$ cat config.mk
export PLATFORM = sky130hd
export DESIGN_NAME = dual_update_horizon_flat
export DESIGN_NICKNAME = d
export VERILOG_FILES = /design/src/rtl/dual_update_horizon_if.sv /design/src/rtl/dual_update_horizon.sv /design/src/flat_wrapper.sv
export SDC_FILE = /design/constraint.sdc
export NUM_CORES = 2
export LEC_CHECK = 0
export CELL_PAD_IN_SITES_DETAIL_PLACEMENT = 0
export CELL_PAD_IN_SITES_GLOBAL_PLACEMENT = 2
export CORE_ASPECT_RATIO = 0.8
export CORE_UTILIZATION = 27
export CTS_BUF_LIST = sky130_fd_sc_hd__clkbuf_8
export DETAILED_ROUTE_END_ITERATION = 8
export PLACE_DENSITY = 0.83
export SYNTH_ARGS = -nofsm -noshare
export SYNTH_HDL_FRONTEND = slang
export SYNTH_SLANG_ARGS = --single-unit
export TNS_END_PERCENT = 30
$ cat constraint.sdc
create_clock -name clk -period 23.1 [get_ports clk]
set_clock_uncertainty 0.2 [all_clocks]
set_input_delay 4.62 -clock clk [delete_from_list [all_inputs] [get_ports clk]]
set_output_delay 4.62 -clock clk [all_outputs]
set_load 0.005 [all_outputs]
$ cat src/rtl/dual_update_horizon_if.sv
// ---------------------------------------------------------------------------
// dual_update_horizon_if
// Bundles the knot-input stream, the updated-knot output stream and the
// per-pass status signals of dual_update_horizon.
//   slave  : view taken by the dual-update block
//   master : view taken by the upstream/downstream driver
// Signals:
//   start, in_valid/in_ready, u_k z_k y_k x_k v_k g_k    knot input beat
//   out_valid/out_ready, y_out g_out out_knot out_last    updated knot
//   res_u res_x done                                      pass status
//   sat_flag (only when DUAL_UPDATE_SAT_EN is defined)    sticky clamp flag
// ---------------------------------------------------------------------------
interface dual_update_horizon_if #(
    parameter int STATE_DIM   = 12,
    parameter int CONTROL_DIM = 4,
    parameter int W           = 16,
    parameter int HORIZON     = 10
);
    localparam int KW = $clog2(HORIZON) + 1;

    logic                            start;
    logic                            in_valid;
    logic                            in_ready;
    logic [CONTROL_DIM-1:0][W-1:0]   u_k;
    logic [CONTROL_DIM-1:0][W-1:0]   z_k;
    logic [CONTROL_DIM-1:0][W-1:0]   y_k;
    logic [STATE_DIM-1:0][W-1:0]     x_k;
    logic [STATE_DIM-1:0][W-1:0]     v_k;
    logic [STATE_DIM-1:0][W-1:0]     g_k;
    logic                            out_valid;
    logic                            out_ready;
    logic [CONTROL_DIM-1:0][W-1:0]   y_out;
    logic [STATE_DIM-1:0][W-1:0]     g_out;
    logic [KW-1:0]                   out_knot;
    logic                            out_last;
    logic [W:0]                      res_u;
    logic [W:0]                      res_x;
    logic                            done;
`ifdef DUAL_UPDATE_SAT_EN
    logic                            sat_flag;

    modport slave (
        input  start, in_valid, u_k, z_k, y_k, x_k, v_k, g_k, out_ready,
        output in_ready, out_valid, y_out, g_out, out_knot, out_last,
               res_u, res_x, done, sat_flag
    );
    modport master (
        output start, in_valid, u_k, z_k, y_k, x_k, v_k, g_k, out_ready,
        input  in_ready, out_valid, y_out, g_out, out_knot, out_last,
               res_u, res_x, done, sat_flag
    );
`else
    modport slave (
        input  start, in_valid, u_k, z_k, y_k, x_k, v_k, g_k, out_ready,
        output in_ready, out_valid, y_out, g_out, out_knot, out_last,
               res_u, res_x, done
    );
    modport master (
        output start, in_valid, u_k, z_k, y_k, x_k, v_k, g_k, out_ready,
        input  in_ready, out_valid, y_out, g_out, out_knot, out_last,
               res_u, res_x, done
    );
`endif
endinterface

$ cat src/rtl/dual_update_horizon.sv
// ---------------------------------------------------------------------------
// dual_update_horizon
// Streaming ADMM dual update over one MPC horizon, one knot per beat:
//   y_out = y + ((u - z) >>> ALPHA_SHIFT)
//   g_out = g + ((x - v) >>> ALPHA_SHIFT)
// and the running primal residuals max|u-z| / max|x-v| over the pass.
// Ports:
//   clk, reset (asynchronous, active-high)
//   bus : dual_update_horizon_if.slave (knot in, updated knot out, status)
// Optional feature macro DUAL_UPDATE_SAT_EN: when defined the update is
// clamped to the W-bit signed range and bus.sat_flag records any clamp in
// the pass; when undefined the update wraps to W bits.
// ---------------------------------------------------------------------------
module dual_update_horizon #(
    parameter int STATE_DIM   = 12,
    parameter int CONTROL_DIM = 4,
    parameter int W           = 16,
    parameter int HORIZON     = 10,
    parameter int ALPHA_SHIFT = 0
) (
    input  logic                    clk,
    input  logic                    reset,
    dual_update_horizon_if.slave    bus
);
    localparam int KW = $clog2(HORIZON) + 1;

    typedef enum logic [1:0] {IDLE = 2'd0, RUN = 2'd1, DRAIN = 2'd2} state_t;

    state_t                        state_reg, state_next;
    logic [KW-1:0]                 knot_reg;
    logic [KW-1:0]                 out_knot_reg;
    logic                          out_valid_reg;
    logic                          out_last_reg;
    logic                          done_reg, done_next;
    logic [CONTROL_DIM-1:0][W-1:0] y_out_reg, y_next;
    logic [STATE_DIM-1:0][W-1:0]   g_out_reg, g_next;
    logic [W:0]                    res_u_reg, res_u_next;
    logic [W:0]                    res_x_reg, res_x_next;
    logic [W:0]                    abs_u [CONTROL_DIM];
    logic [W:0]                    abs_x [STATE_DIM];
    logic                          in_ready_int;
    logic                          accept;
    logic                          take;
    logic                          last_knot;
`ifdef DUAL_UPDATE_SAT_EN
    logic [CONTROL_DIM-1:0]        clamp_u;
    logic [STATE_DIM-1:0]          clamp_x;
    logic                          sat_reg;
`endif

    // Difference at W+1 bits can never overflow.
    function automatic logic signed [W:0] lane_diff(input logic [W-1:0] a,
                                                     input logic [W-1:0] b);
        return $signed({a[W-1], a}) - $signed({b[W-1], b});
    endfunction

    function automatic logic [W:0] lane_abs(input logic signed [W:0] d);
        return d[W] ? $unsigned(-d) : $unsigned(d);
    endfunction

`ifdef DUAL_UPDATE_SAT_EN
    // Returns {clamped, value}. The W+2 bit sum fits in W bits exactly
    // when its top three bits agree.
    function automatic logic [W:0] lane_update(input logic [W-1:0] dual,
                                               input logic signed [W:0] d);
        logic signed [W+1:0] t;
        t = $signed({{2{dual[W-1]}}, dual}) + (W+2)'(d >>> ALPHA_SHIFT);
        if (t[W+1:W-1] == 3'b000 || t[W+1:W-1] == 3'b111)
            return {1'b0, t[W-1:0]};
        return t[W+1] ? {1'b1, 1'b1, {(W-1){1'b0}}} : {1'b1, 1'b0, {(W-1){1'b1}}};
    endfunction
`else
    // Two's-complement wrap: only the low W bits of the sum are kept.
    function automatic logic [W-1:0] lane_update(input logic [W-1:0] dual,
                                                 input logic signed [W:0] d);
        return dual + W'(d >>> ALPHA_SHIFT);
    endfunction
`endif

    genvar gi;
    generate
        for (gi = 0; gi < CONTROL_DIM; gi++) begin : g_ctrl
            logic signed [W:0] d;
            assign d         = lane_diff(bus.u_k[gi], bus.z_k[gi]);
            assign abs_u[gi] = lane_abs(d);
`ifdef DUAL_UPDATE_SAT_EN
            assign {clamp_u[gi], y_next[gi]} = lane_update(bus.y_k[gi], d);
`else
            assign y_next[gi] = lane_update(bus.y_k[gi], d);
`endif
        end
        for (gi = 0; gi < STATE_DIM; gi++) begin : g_state
            logic signed [W:0] d;
            assign d         = lane_diff(bus.x_k[gi], bus.v_k[gi]);
            assign abs_x[gi] = lane_abs(d);
`ifdef DUAL_UPDATE_SAT_EN
            assign {clamp_x[gi], g_next[gi]} = lane_update(bus.g_k[gi], d);
`else
            assign g_next[gi] = lane_update(bus.g_k[gi], d);
`endif
        end
    endgenerate

    // Running residual: max over this beat's lanes and the value so far.
    always_comb begin
        res_u_next = res_u_reg;
        res_x_next = res_x_reg;
        for (int i = 0; i < CONTROL_DIM; i++)
            if (abs_u[i] > res_u_next) res_u_next = abs_u[i];
        for (int i = 0; i < STATE_DIM; i++)
            if (abs_x[i] > res_x_next) res_x_next = abs_x[i];
    end

    always_comb begin
        state_next   = state_reg;
        in_ready_int = 1'b0;
        done_next    = 1'b0;
        take         = out_valid_reg && bus.out_ready;
        last_knot    = (knot_reg == KW'(HORIZON - 1));
        case (state_reg)
            IDLE: if (bus.start) state_next = RUN;
            RUN: begin
                // One-entry output register: refill in the cycle it drains.
                in_ready_int = !out_valid_reg || bus.out_ready;
                if (in_ready_int && bus.in_valid && last_knot) state_next = DRAIN;
            end
            DRAIN: begin
                if (take) begin
                    state_next = IDLE;
                    done_next  = 1'b1;
                end
            end
            default: state_next = IDLE;
        endcase
        accept = in_ready_int && bus.in_valid;
    end

    always_ff @(posedge clk or posedge reset) begin
        if (reset) begin
            state_reg     <= IDLE;
            knot_reg      <= '0;
            out_knot_reg  <= '0;
            out_valid_reg <= 1'b0;
            out_last_reg  <= 1'b0;
            done_reg      <= 1'b0;
            y_out_reg     <= '0;
            g_out_reg     <= '0;
            res_u_reg     <= '0;
            res_x_reg     <= '0;
`ifdef DUAL_UPDATE_SAT_EN
            sat_reg       <= 1'b0;
`endif
        end else begin
            state_reg <= state_next;
            done_reg  <= done_next;
            if (state_reg == IDLE && bus.start) begin
                knot_reg  <= '0;
                res_u_reg <= '0;
                res_x_reg <= '0;
`ifdef DUAL_UPDATE_SAT_EN
                sat_reg   <= 1'b0;
`endif
            end
            if (accept) begin
                y_out_reg     <= y_next;
                g_out_reg     <= g_next;
                out_knot_reg  <= knot_reg;
                out_last_reg  <= last_knot;
                out_valid_reg <= 1'b1;
                knot_reg      <= knot_reg + KW'(1);
                res_u_reg     <= res_u_next;
                res_x_reg     <= res_x_next;
`ifdef DUAL_UPDATE_SAT_EN
                sat_reg       <= sat_reg | (|clamp_u) | (|clamp_x);
`endif
            end else if (take) begin
                out_valid_reg <= 1'b0;
            end
        end
    end

    assign bus.in_ready  = in_ready_int;
    assign bus.out_valid = out_valid_reg;
    assign bus.y_out     = y_out_reg;
    assign bus.g_out     = g_out_reg;
    assign bus.out_knot  = out_knot_reg;
    assign bus.out_last  = out_last_reg;
    assign bus.res_u     = res_u_reg;
    assign bus.res_x     = res_x_reg;
    assign bus.done      = done_reg;
`ifdef DUAL_UPDATE_SAT_EN
    assign bus.sat_flag  = sat_reg;
`endif
endmodule

$ cat src/flat_wrapper.sv
// flat-port wrapper written by rule: the top's interface ports become plain ports
module dual_update_horizon_flat 
#(
    parameter int STATE_DIM   = 12,
    parameter int CONTROL_DIM = 4,
    parameter int W           = 16,
    parameter int HORIZON     = 10,
    parameter int ALPHA_SHIFT = 0
)
  (clk, reset, bus_start, bus_in_valid, bus_u_k, bus_z_k, bus_y_k, bus_x_k, bus_v_k, bus_g_k, bus_out_ready, bus_in_ready, bus_out_valid, bus_y_out, bus_g_out, bus_out_knot, bus_out_last, bus_res_u, bus_res_x, bus_done);
  dual_update_horizon_if #(.STATE_DIM(STATE_DIM), .CONTROL_DIM(CONTROL_DIM), .W(W), .HORIZON(HORIZON)) bus_i ();
  input  logic clk;
  input  logic reset;
  input wire logic [$bits(bus_i.start)-1:0] bus_start;
  input wire logic [$bits(bus_i.in_valid)-1:0] bus_in_valid;
  input wire logic [$bits(bus_i.u_k)-1:0] bus_u_k;
  input wire logic [$bits(bus_i.z_k)-1:0] bus_z_k;
  input wire logic [$bits(bus_i.y_k)-1:0] bus_y_k;
  input wire logic [$bits(bus_i.x_k)-1:0] bus_x_k;
  input wire logic [$bits(bus_i.v_k)-1:0] bus_v_k;
  input wire logic [$bits(bus_i.g_k)-1:0] bus_g_k;
  input wire logic [$bits(bus_i.out_ready)-1:0] bus_out_ready;
  output wire logic [$bits(bus_i.in_ready)-1:0] bus_in_ready;
  output wire logic [$bits(bus_i.out_valid)-1:0] bus_out_valid;
  output wire logic [$bits(bus_i.y_out)-1:0] bus_y_out;
  output wire logic [$bits(bus_i.g_out)-1:0] bus_g_out;
  output wire logic [$bits(bus_i.out_knot)-1:0] bus_out_knot;
  output wire logic [$bits(bus_i.out_last)-1:0] bus_out_last;
  output wire logic [$bits(bus_i.res_u)-1:0] bus_res_u;
  output wire logic [$bits(bus_i.res_x)-1:0] bus_res_x;
  output wire logic [$bits(bus_i.done)-1:0] bus_done;
  assign bus_i.start = bus_start;
  assign bus_i.in_valid = bus_in_valid;
  assign bus_i.u_k = bus_u_k;
  assign bus_i.z_k = bus_z_k;
  assign bus_i.y_k = bus_y_k;
  assign bus_i.x_k = bus_x_k;
  assign bus_i.v_k = bus_v_k;
  assign bus_i.g_k = bus_g_k;
  assign bus_i.out_ready = bus_out_ready;
  assign bus_in_ready = bus_i.in_ready;
  assign bus_out_valid = bus_i.out_valid;
  assign bus_y_out = bus_i.y_out;
  assign bus_g_out = bus_i.g_out;
  assign bus_out_knot = bus_i.out_knot;
  assign bus_out_last = bus_i.out_last;
  assign bus_res_u = bus_i.res_u;
  assign bus_res_x = bus_i.res_x;
  assign bus_done = bus_i.done;
  dual_update_horizon #(.STATE_DIM(STATE_DIM), .CONTROL_DIM(CONTROL_DIM), .W(W), .HORIZON(HORIZON), .ALPHA_SHIFT(ALPHA_SHIFT)) u_core (.clk(clk), .reset(reset), .bus(bus_i));
endmodule
# Word level (Yosys, flattened, before mapping)
# Cells that the tools add are included.
# Widths: inputs -> output; s select.
totals:
  regBits: 305
  in_bits: 773
  wordCells: 152
classes:
  add_sub_neg: 49
  magnitude_cmp: 16
  eq_ne: 6
  muxes: 46
  n_reduce_logical: 11
ops:
  columns: ["operator", "n"]
  rows:
  - ["$mux 17", 35]
  - ["$gt 17x17->1", 16]
  - ["$neg 17->17", 16]
  - ["$sub 16x16->17", 16]
  - ["$add 16x16->16", 16]
  - ["$mux 5", 2]
  - ["$mux 2", 3]
  - ["$pmux 2 s3", 1]
  - ["$add 5x1->5 const B", 1]
  - ["$eq 5x4->1 const B", 1]
  - ["$logic_and 1x1->1", 5]
  - ["$mux 1", 5]
  - ["$ne 2x1->1 const B", 2]
  - ["$reduce_bool 2->1", 2]
  - ["$reduce_and 3->1", 1]
  - ["$eq 2x1->1 const B", 1]
  - ["$eq 2x2->1 const B", 1]
  - ["$logic_not 2->1", 1]
  - ["$ne 2x2->1 const B", 1]
  - ["$logic_not 1->1", 1]
  - ["$logic_or 1x1->1", 1]

# Logic depth before layout (Yosys ltp)
logic_depth:
  word_depth: 28
  mapped_depth: 154

# Worst setup path after synthesis
# No wires, ideal clock.
synth_timing:
  path_type: "input port to flip-flop"
  from: "in bus_x_k[0]"
  to: "reg u_core.res_x_reg[8] (netlist: u_core.bus.res_x[8])"
  arrival_ns: 31.818
  path_slack_ns: -9.039
  stages: 144
  n_path_buf: 22
  cell_sequence: "inv_1 > ha_1 > inv_1 > fa_1 > a211o_1 > a21oi_2 > nor2_1 > o311ai_0 > inv_2 > a211oi_1 > nand3_1 > o21ai_1 > xnor2_1 > ha_1 > and4_1 > nand4_1 > a311o_1 > a21oi_1 > (+108 left out) > nand3_1 > and2_1 > clkbuf_1 > mux2_2 > ha_1 > nor2b_1 > o21a_1 > o21a_1 > o21ai_0 > nand2b_1 > a21oi_1 > o21ai_0 > a21o_1 > o21ai_1 > inv_1 > a21oi_1 > o21ai_0 > a32o_1"
synth_via:
  elab_chain_cells: 28
synth_lines:
  columns: ["item", "line", "rtl"]
  rows:
  - ["start, declared", "flat_wrapper.sv:19", "input wire logic [$bits(bus_i.x_k)-1:0] bus_x_k;"]
  - ["$sub 16x16->17 *", "dual_update_horizon.sv:54", "return $signed({a[W-1], a}) - $signed({b[W-1], b});"]
  - ["$neg 17->17", "dual_update_horizon.sv:58", "return d[W] ? $unsigned(-d) : $unsigned(d);"]
  - ["$mux 17 *", "dual_update_horizon.sv:58", null]
  - ["$gt 17x17->1", "dual_update_horizon.sv:111", "if (abs_x[i] > res_x_next) res_x_next = abs_x[i];"]
  - ["$mux 17 *", "dual_update_horizon.sv:111", null]
  - ["$gt 17x17->1", "dual_update_horizon.sv:111", null]
  - ["$mux 17 *", "dual_update_horizon.sv:111", null]
  - ["$gt 17x17->1", "dual_update_horizon.sv:111", null]
  - ["(+12 left out)", null, null]
  - ["$mux 17 *", "dual_update_horizon.sv:111", null]
  - ["$gt 17x17->1", "dual_update_horizon.sv:111", null]
  - ["$mux 17 *", "dual_update_horizon.sv:111", null]
  - ["$gt 17x17->1", "dual_update_horizon.sv:111", null]
  - ["$mux 17 *", "dual_update_horizon.sv:111", null]
  - ["$gt 17x17->1", "dual_update_horizon.sv:111", null]
  - ["$mux 17 *", "dual_update_horizon.sv:111", null]
  - ["$mux 17 *", "dual_update_horizon.sv:164", "if (accept) begin"]
  - ["end signal, assigned", "dual_update_horizon.sv:172", "res_x_reg <= res_x_next;"]
  - ["end, declared", "dual_update_horizon.sv:38", "logic [W:0] res_x_reg, res_x_next;"]
# Mark *: on every way between the ends. The rest lies on a longest branch, timed or not.
# A chain may end at the register's enable or synchronous reset.

# Worst setup path after layout
layout_timing:
  from: "in bus_v_k[5]"
  to: "reg u_core.res_x_reg[11] (netlist: u_core.bus.res_x[11])"
layout_via:
  elab_chain_cells: 28
layout_lines:
  columns: ["item", "line", "rtl"]
  rows:
  - ["start, declared", "flat_wrapper.sv:20", "input wire logic [$bits(bus_i.v_k)-1:0] bus_v_k;"]
  - ["$sub 16x16->17 *", "dual_update_horizon.sv:54", null]
  - ["$neg 17->17", "dual_update_horizon.sv:58", null]
  - ["$mux 17 *", "dual_update_horizon.sv:58", null]
  - ["$gt 17x17->1", "dual_update_horizon.sv:111", null]
  - ["$mux 17 *", "dual_update_horizon.sv:111", null]
  - ["$gt 17x17->1", "dual_update_horizon.sv:111", null]
  - ["$mux 17 *", "dual_update_horizon.sv:111", null]
  - ["$gt 17x17->1", "dual_update_horizon.sv:111", null]
  - ["(+12 left out)", null, null]
  - ["$mux 17 *", "dual_update_horizon.sv:111", null]
  - ["$gt 17x17->1", "dual_update_horizon.sv:111", null]
  - ["$mux 17 *", "dual_update_horizon.sv:111", null]
  - ["$gt 17x17->1", "dual_update_horizon.sv:111", null]
  - ["$mux 17 *", "dual_update_horizon.sv:111", null]
  - ["$gt 17x17->1", "dual_update_horizon.sv:111", null]
  - ["$mux 17 *", "dual_update_horizon.sv:111", null]
  - ["$mux 17 *", "dual_update_horizon.sv:164", null]
# Marked as above.

==> reports/summary.txt <==
status: finished with violations
failing checks: setup timing
Final Hold Viols: 0
CP Launch Type: input port
Clock Latency Late Sink: 0.82 ns
HP Start: u_core.bus.g_out[17]$_DFFE_PP0P_
worst hold endpoint: u_core.bus.g_out[17]$_DFFE_PP0P_
Post-Synth XOR/XNOR Area: 10.6%
Layout Nets: 10.0k
final max-slew violation count: 0
routability cong.: 0.984
Num CTS Buffers: 69
Fmax: 35.1 MHz
Hold WC Path Type: flip-flop to flip-flop
Vias/cell: 5.08
Die Height: 384 um
Port-buffer cells: 1071
Starting Density: 27.3%
fillers: 18.4k
initial antenna violation count: 60
# rows: 139
first-pass GRT wire length: 348 mm
asr flop ratio synth: 100%
Post-Layout Inst Area: 0.0730 mm2
final setup vio count: 17
final worst path period share: 123%
Seq cells post-synth: 305
synthesized-area fraction occupied by adder cells: 21.2%
root buf cell: clkbuf_8
required time of the critical path: 23.59 ns
CP delay by family, top: compound AO/OA/AOI/OAI gates
Final Core Density: 40.5%
Pre-antenna DRT Iters: 7
Max Root-Sink Buffers: 3
vias in the first global route: 53.9k
yosys warns: 0
largest family of logic cells by synthesized area: compound AO/OA/AOI/OAI gates
slew margin rel.: 18.4%
Area Growth Syn to Fin: 48.2%
WL per Instance: 22.1 um
CP Class: input port to flip-flop
Total GRT Usage: 25.0%
Reg clk slew, reported paths: 0.05 ns
Post-DP HPWL: 207 mm
worst path arrival time: 29.00 ns
Avg Cell Area, Syn: 7.58 um2
hold-fix buffers at CTS: 0
Worst-Margin Slew: 1.19 ns
Sink Count: 305
CTS tree: yes
CP bufs+invs: 27
Setup TNS: -90.15 ns
Post-Synth Simple-Gate Area: 17.7%
Syn Inst Count: 6499
R2R Setup Slk: 0.46 ns
Compound-Gate Fraction of Synth Area: 26.9%
main flop type after synthesis: dfrtp_1
commonest non-fill, non-tap cells in the layout: clkdlybuf4s50_1, buf_4, ha_1, nand2_1, inv_1
count of non-filler cells in the finished layout: 10.9k
share of the synthesized area in the top cell type: 19.9%
largest net degree at the start of global routing: 114
worst stage delay on the critical path: 0.57 ns
reg-to-reg startpoint: u_core.bus.res_x[12]$_DFFE_PP0P_
proportion of layout cells with a drive suffix above 1: 17.0%
hold-critical path depth: 2
Die Area: 0.184 mm2
max FFs per register: 192
CP endpoint kind: flip-flop
post-route ant nets: 0
mux share of post-synthesis cell area: 1.86%
Post-Syn Area: 0.0493 mm2
Synth area leaders: ha_1, dfrtp_1, xnor2_1
most frequent cell on the critical path: buf_4
Final WS setup: -5.41 ns
Core ar.: 0.180 mm2
slowest library cell on the worst path: or4b_4
Max Cap Violations: 0
Ports: 1072
H-tree Lvls: 3
largest area contributor in the netlist: ha_1
initial DRC count: 3750
number of remaining DRC errors: 0
reg2reg path depth: 121
Vias: 55.5k
RSZ-0062 raised after global routing: true
Period minus WS final: 28.51 ns
sequential fraction of the synthesis area: 15.5%
Syn Nets: 8089
Yosys cell types: 96
most common cell after layout, fill and taps aside: clkdlybuf4s50_1
Die Wd: 480 um
Worst R2R End: u_core.bus.res_x[11]$_DFFE_PP0P_
global route overflow: 0
routed wire length: 241 mm
Cell Area, Placed: 0.0694 mm2
DP Cell Count: 10.7k
EDFF count, synth: 0
CP Max Fanout: 15
[tightest hold or removal path, cell delays in order (launching register included)]
cell and delay, ns:
dfrtp_1 0.34, nand2_1 0.05, nand2_1 0.05
[layout make-up]
type	instances	area (um2)	share of cell area, %
Sequential cell	305	7630	10.5
Clock buffer	86	1180	1.62
Multi-Input combinational cell	5374	40200	55.1
Clock inverter	35	282	0.385
Tap cell	2397	3000	4.11
Timing Repair Buffer	2033	18200	24.9
Antenna cell	34	85.1	0.117
Inverter	652	2470	3.38
[stage by stage]
| step | hold slack, ns | worst slack (ns) |
|---|---|---|
| after global routing | 0.294 | -6.28 |
| after global placement | 0.259 | -6.52 |
| after floorplan | 0.252 | -5.37 |
| final | 0.273 | -5.41 |
| after CTS | 0.276 | -4.95 |
| after detailed placement | 0.261 | -7.16 |
[Yosys cell counts (163+ instances only)]
cell	n
inv_1	650
nor2_1	389
clkbuf_1	163
a21oi_1	447
dfrtp_1	305
ha_1	785
nand2_1	670
xor2_1	196
xnor2_1	401
o21ai_0	525
a21o_1	225
[cells by family after synthesis]
kind of cell	count (synthesis)
buffers and inverters	822
multiplexers	88
adder cells (fa/ha/maj)	818
AND/OR/NAND/NOR	1835
XOR/XNOR	597
flip-flops	305
AO/OA/AOI/OAI	2034
[worst max path at each step]
stage                           from                                to  cells past startpoint
after global routing      bus_x_k[0]  u_core.bus.res_x[11]$_DFFE_PP0P_                    133
after floorplan           bus_x_k[0]  u_core.bus.res_x[11]$_DFFE_PP0P_                    142
after CTS                 bus_v_k[1]  u_core.bus.res_x[11]$_DFFE_PP0P_                    136
after detailed placement  bus_x_k[0]  u_core.bus.res_x[11]$_DFFE_PP0P_                    136
final                     bus_v_k[5]  u_core.bus.res_x[11]$_DFFE_PP0P_                    131
after global placement    bus_x_k[0]  u_core.bus.res_x[11]$_DFFE_PP0P_                    136
[metal layers]
layer | track usage (%) | wire length [um] | part of all wire, %
met5 | 0 | 154 | 0.064
met4 | 8.83 | 7420 | 3.1
met3 | 4.21 | 13300 | 5.5
met2 | 40.0 | 109000 | 45
met1 | 33.7 | 111000 | 46
[timing repair]
action	4_1_cts	5_1_grt
pin swaps	53	92
gates cloned	4	3
resized for setup	98	224
hold endpoints to repair	0	0
setup buffers	39	48
setup endpoints to repair	17	17
Power is left out: the tool's default activity adds up to more than one toggle a clock period on the data nets, which glitch-free logic cannot reach.
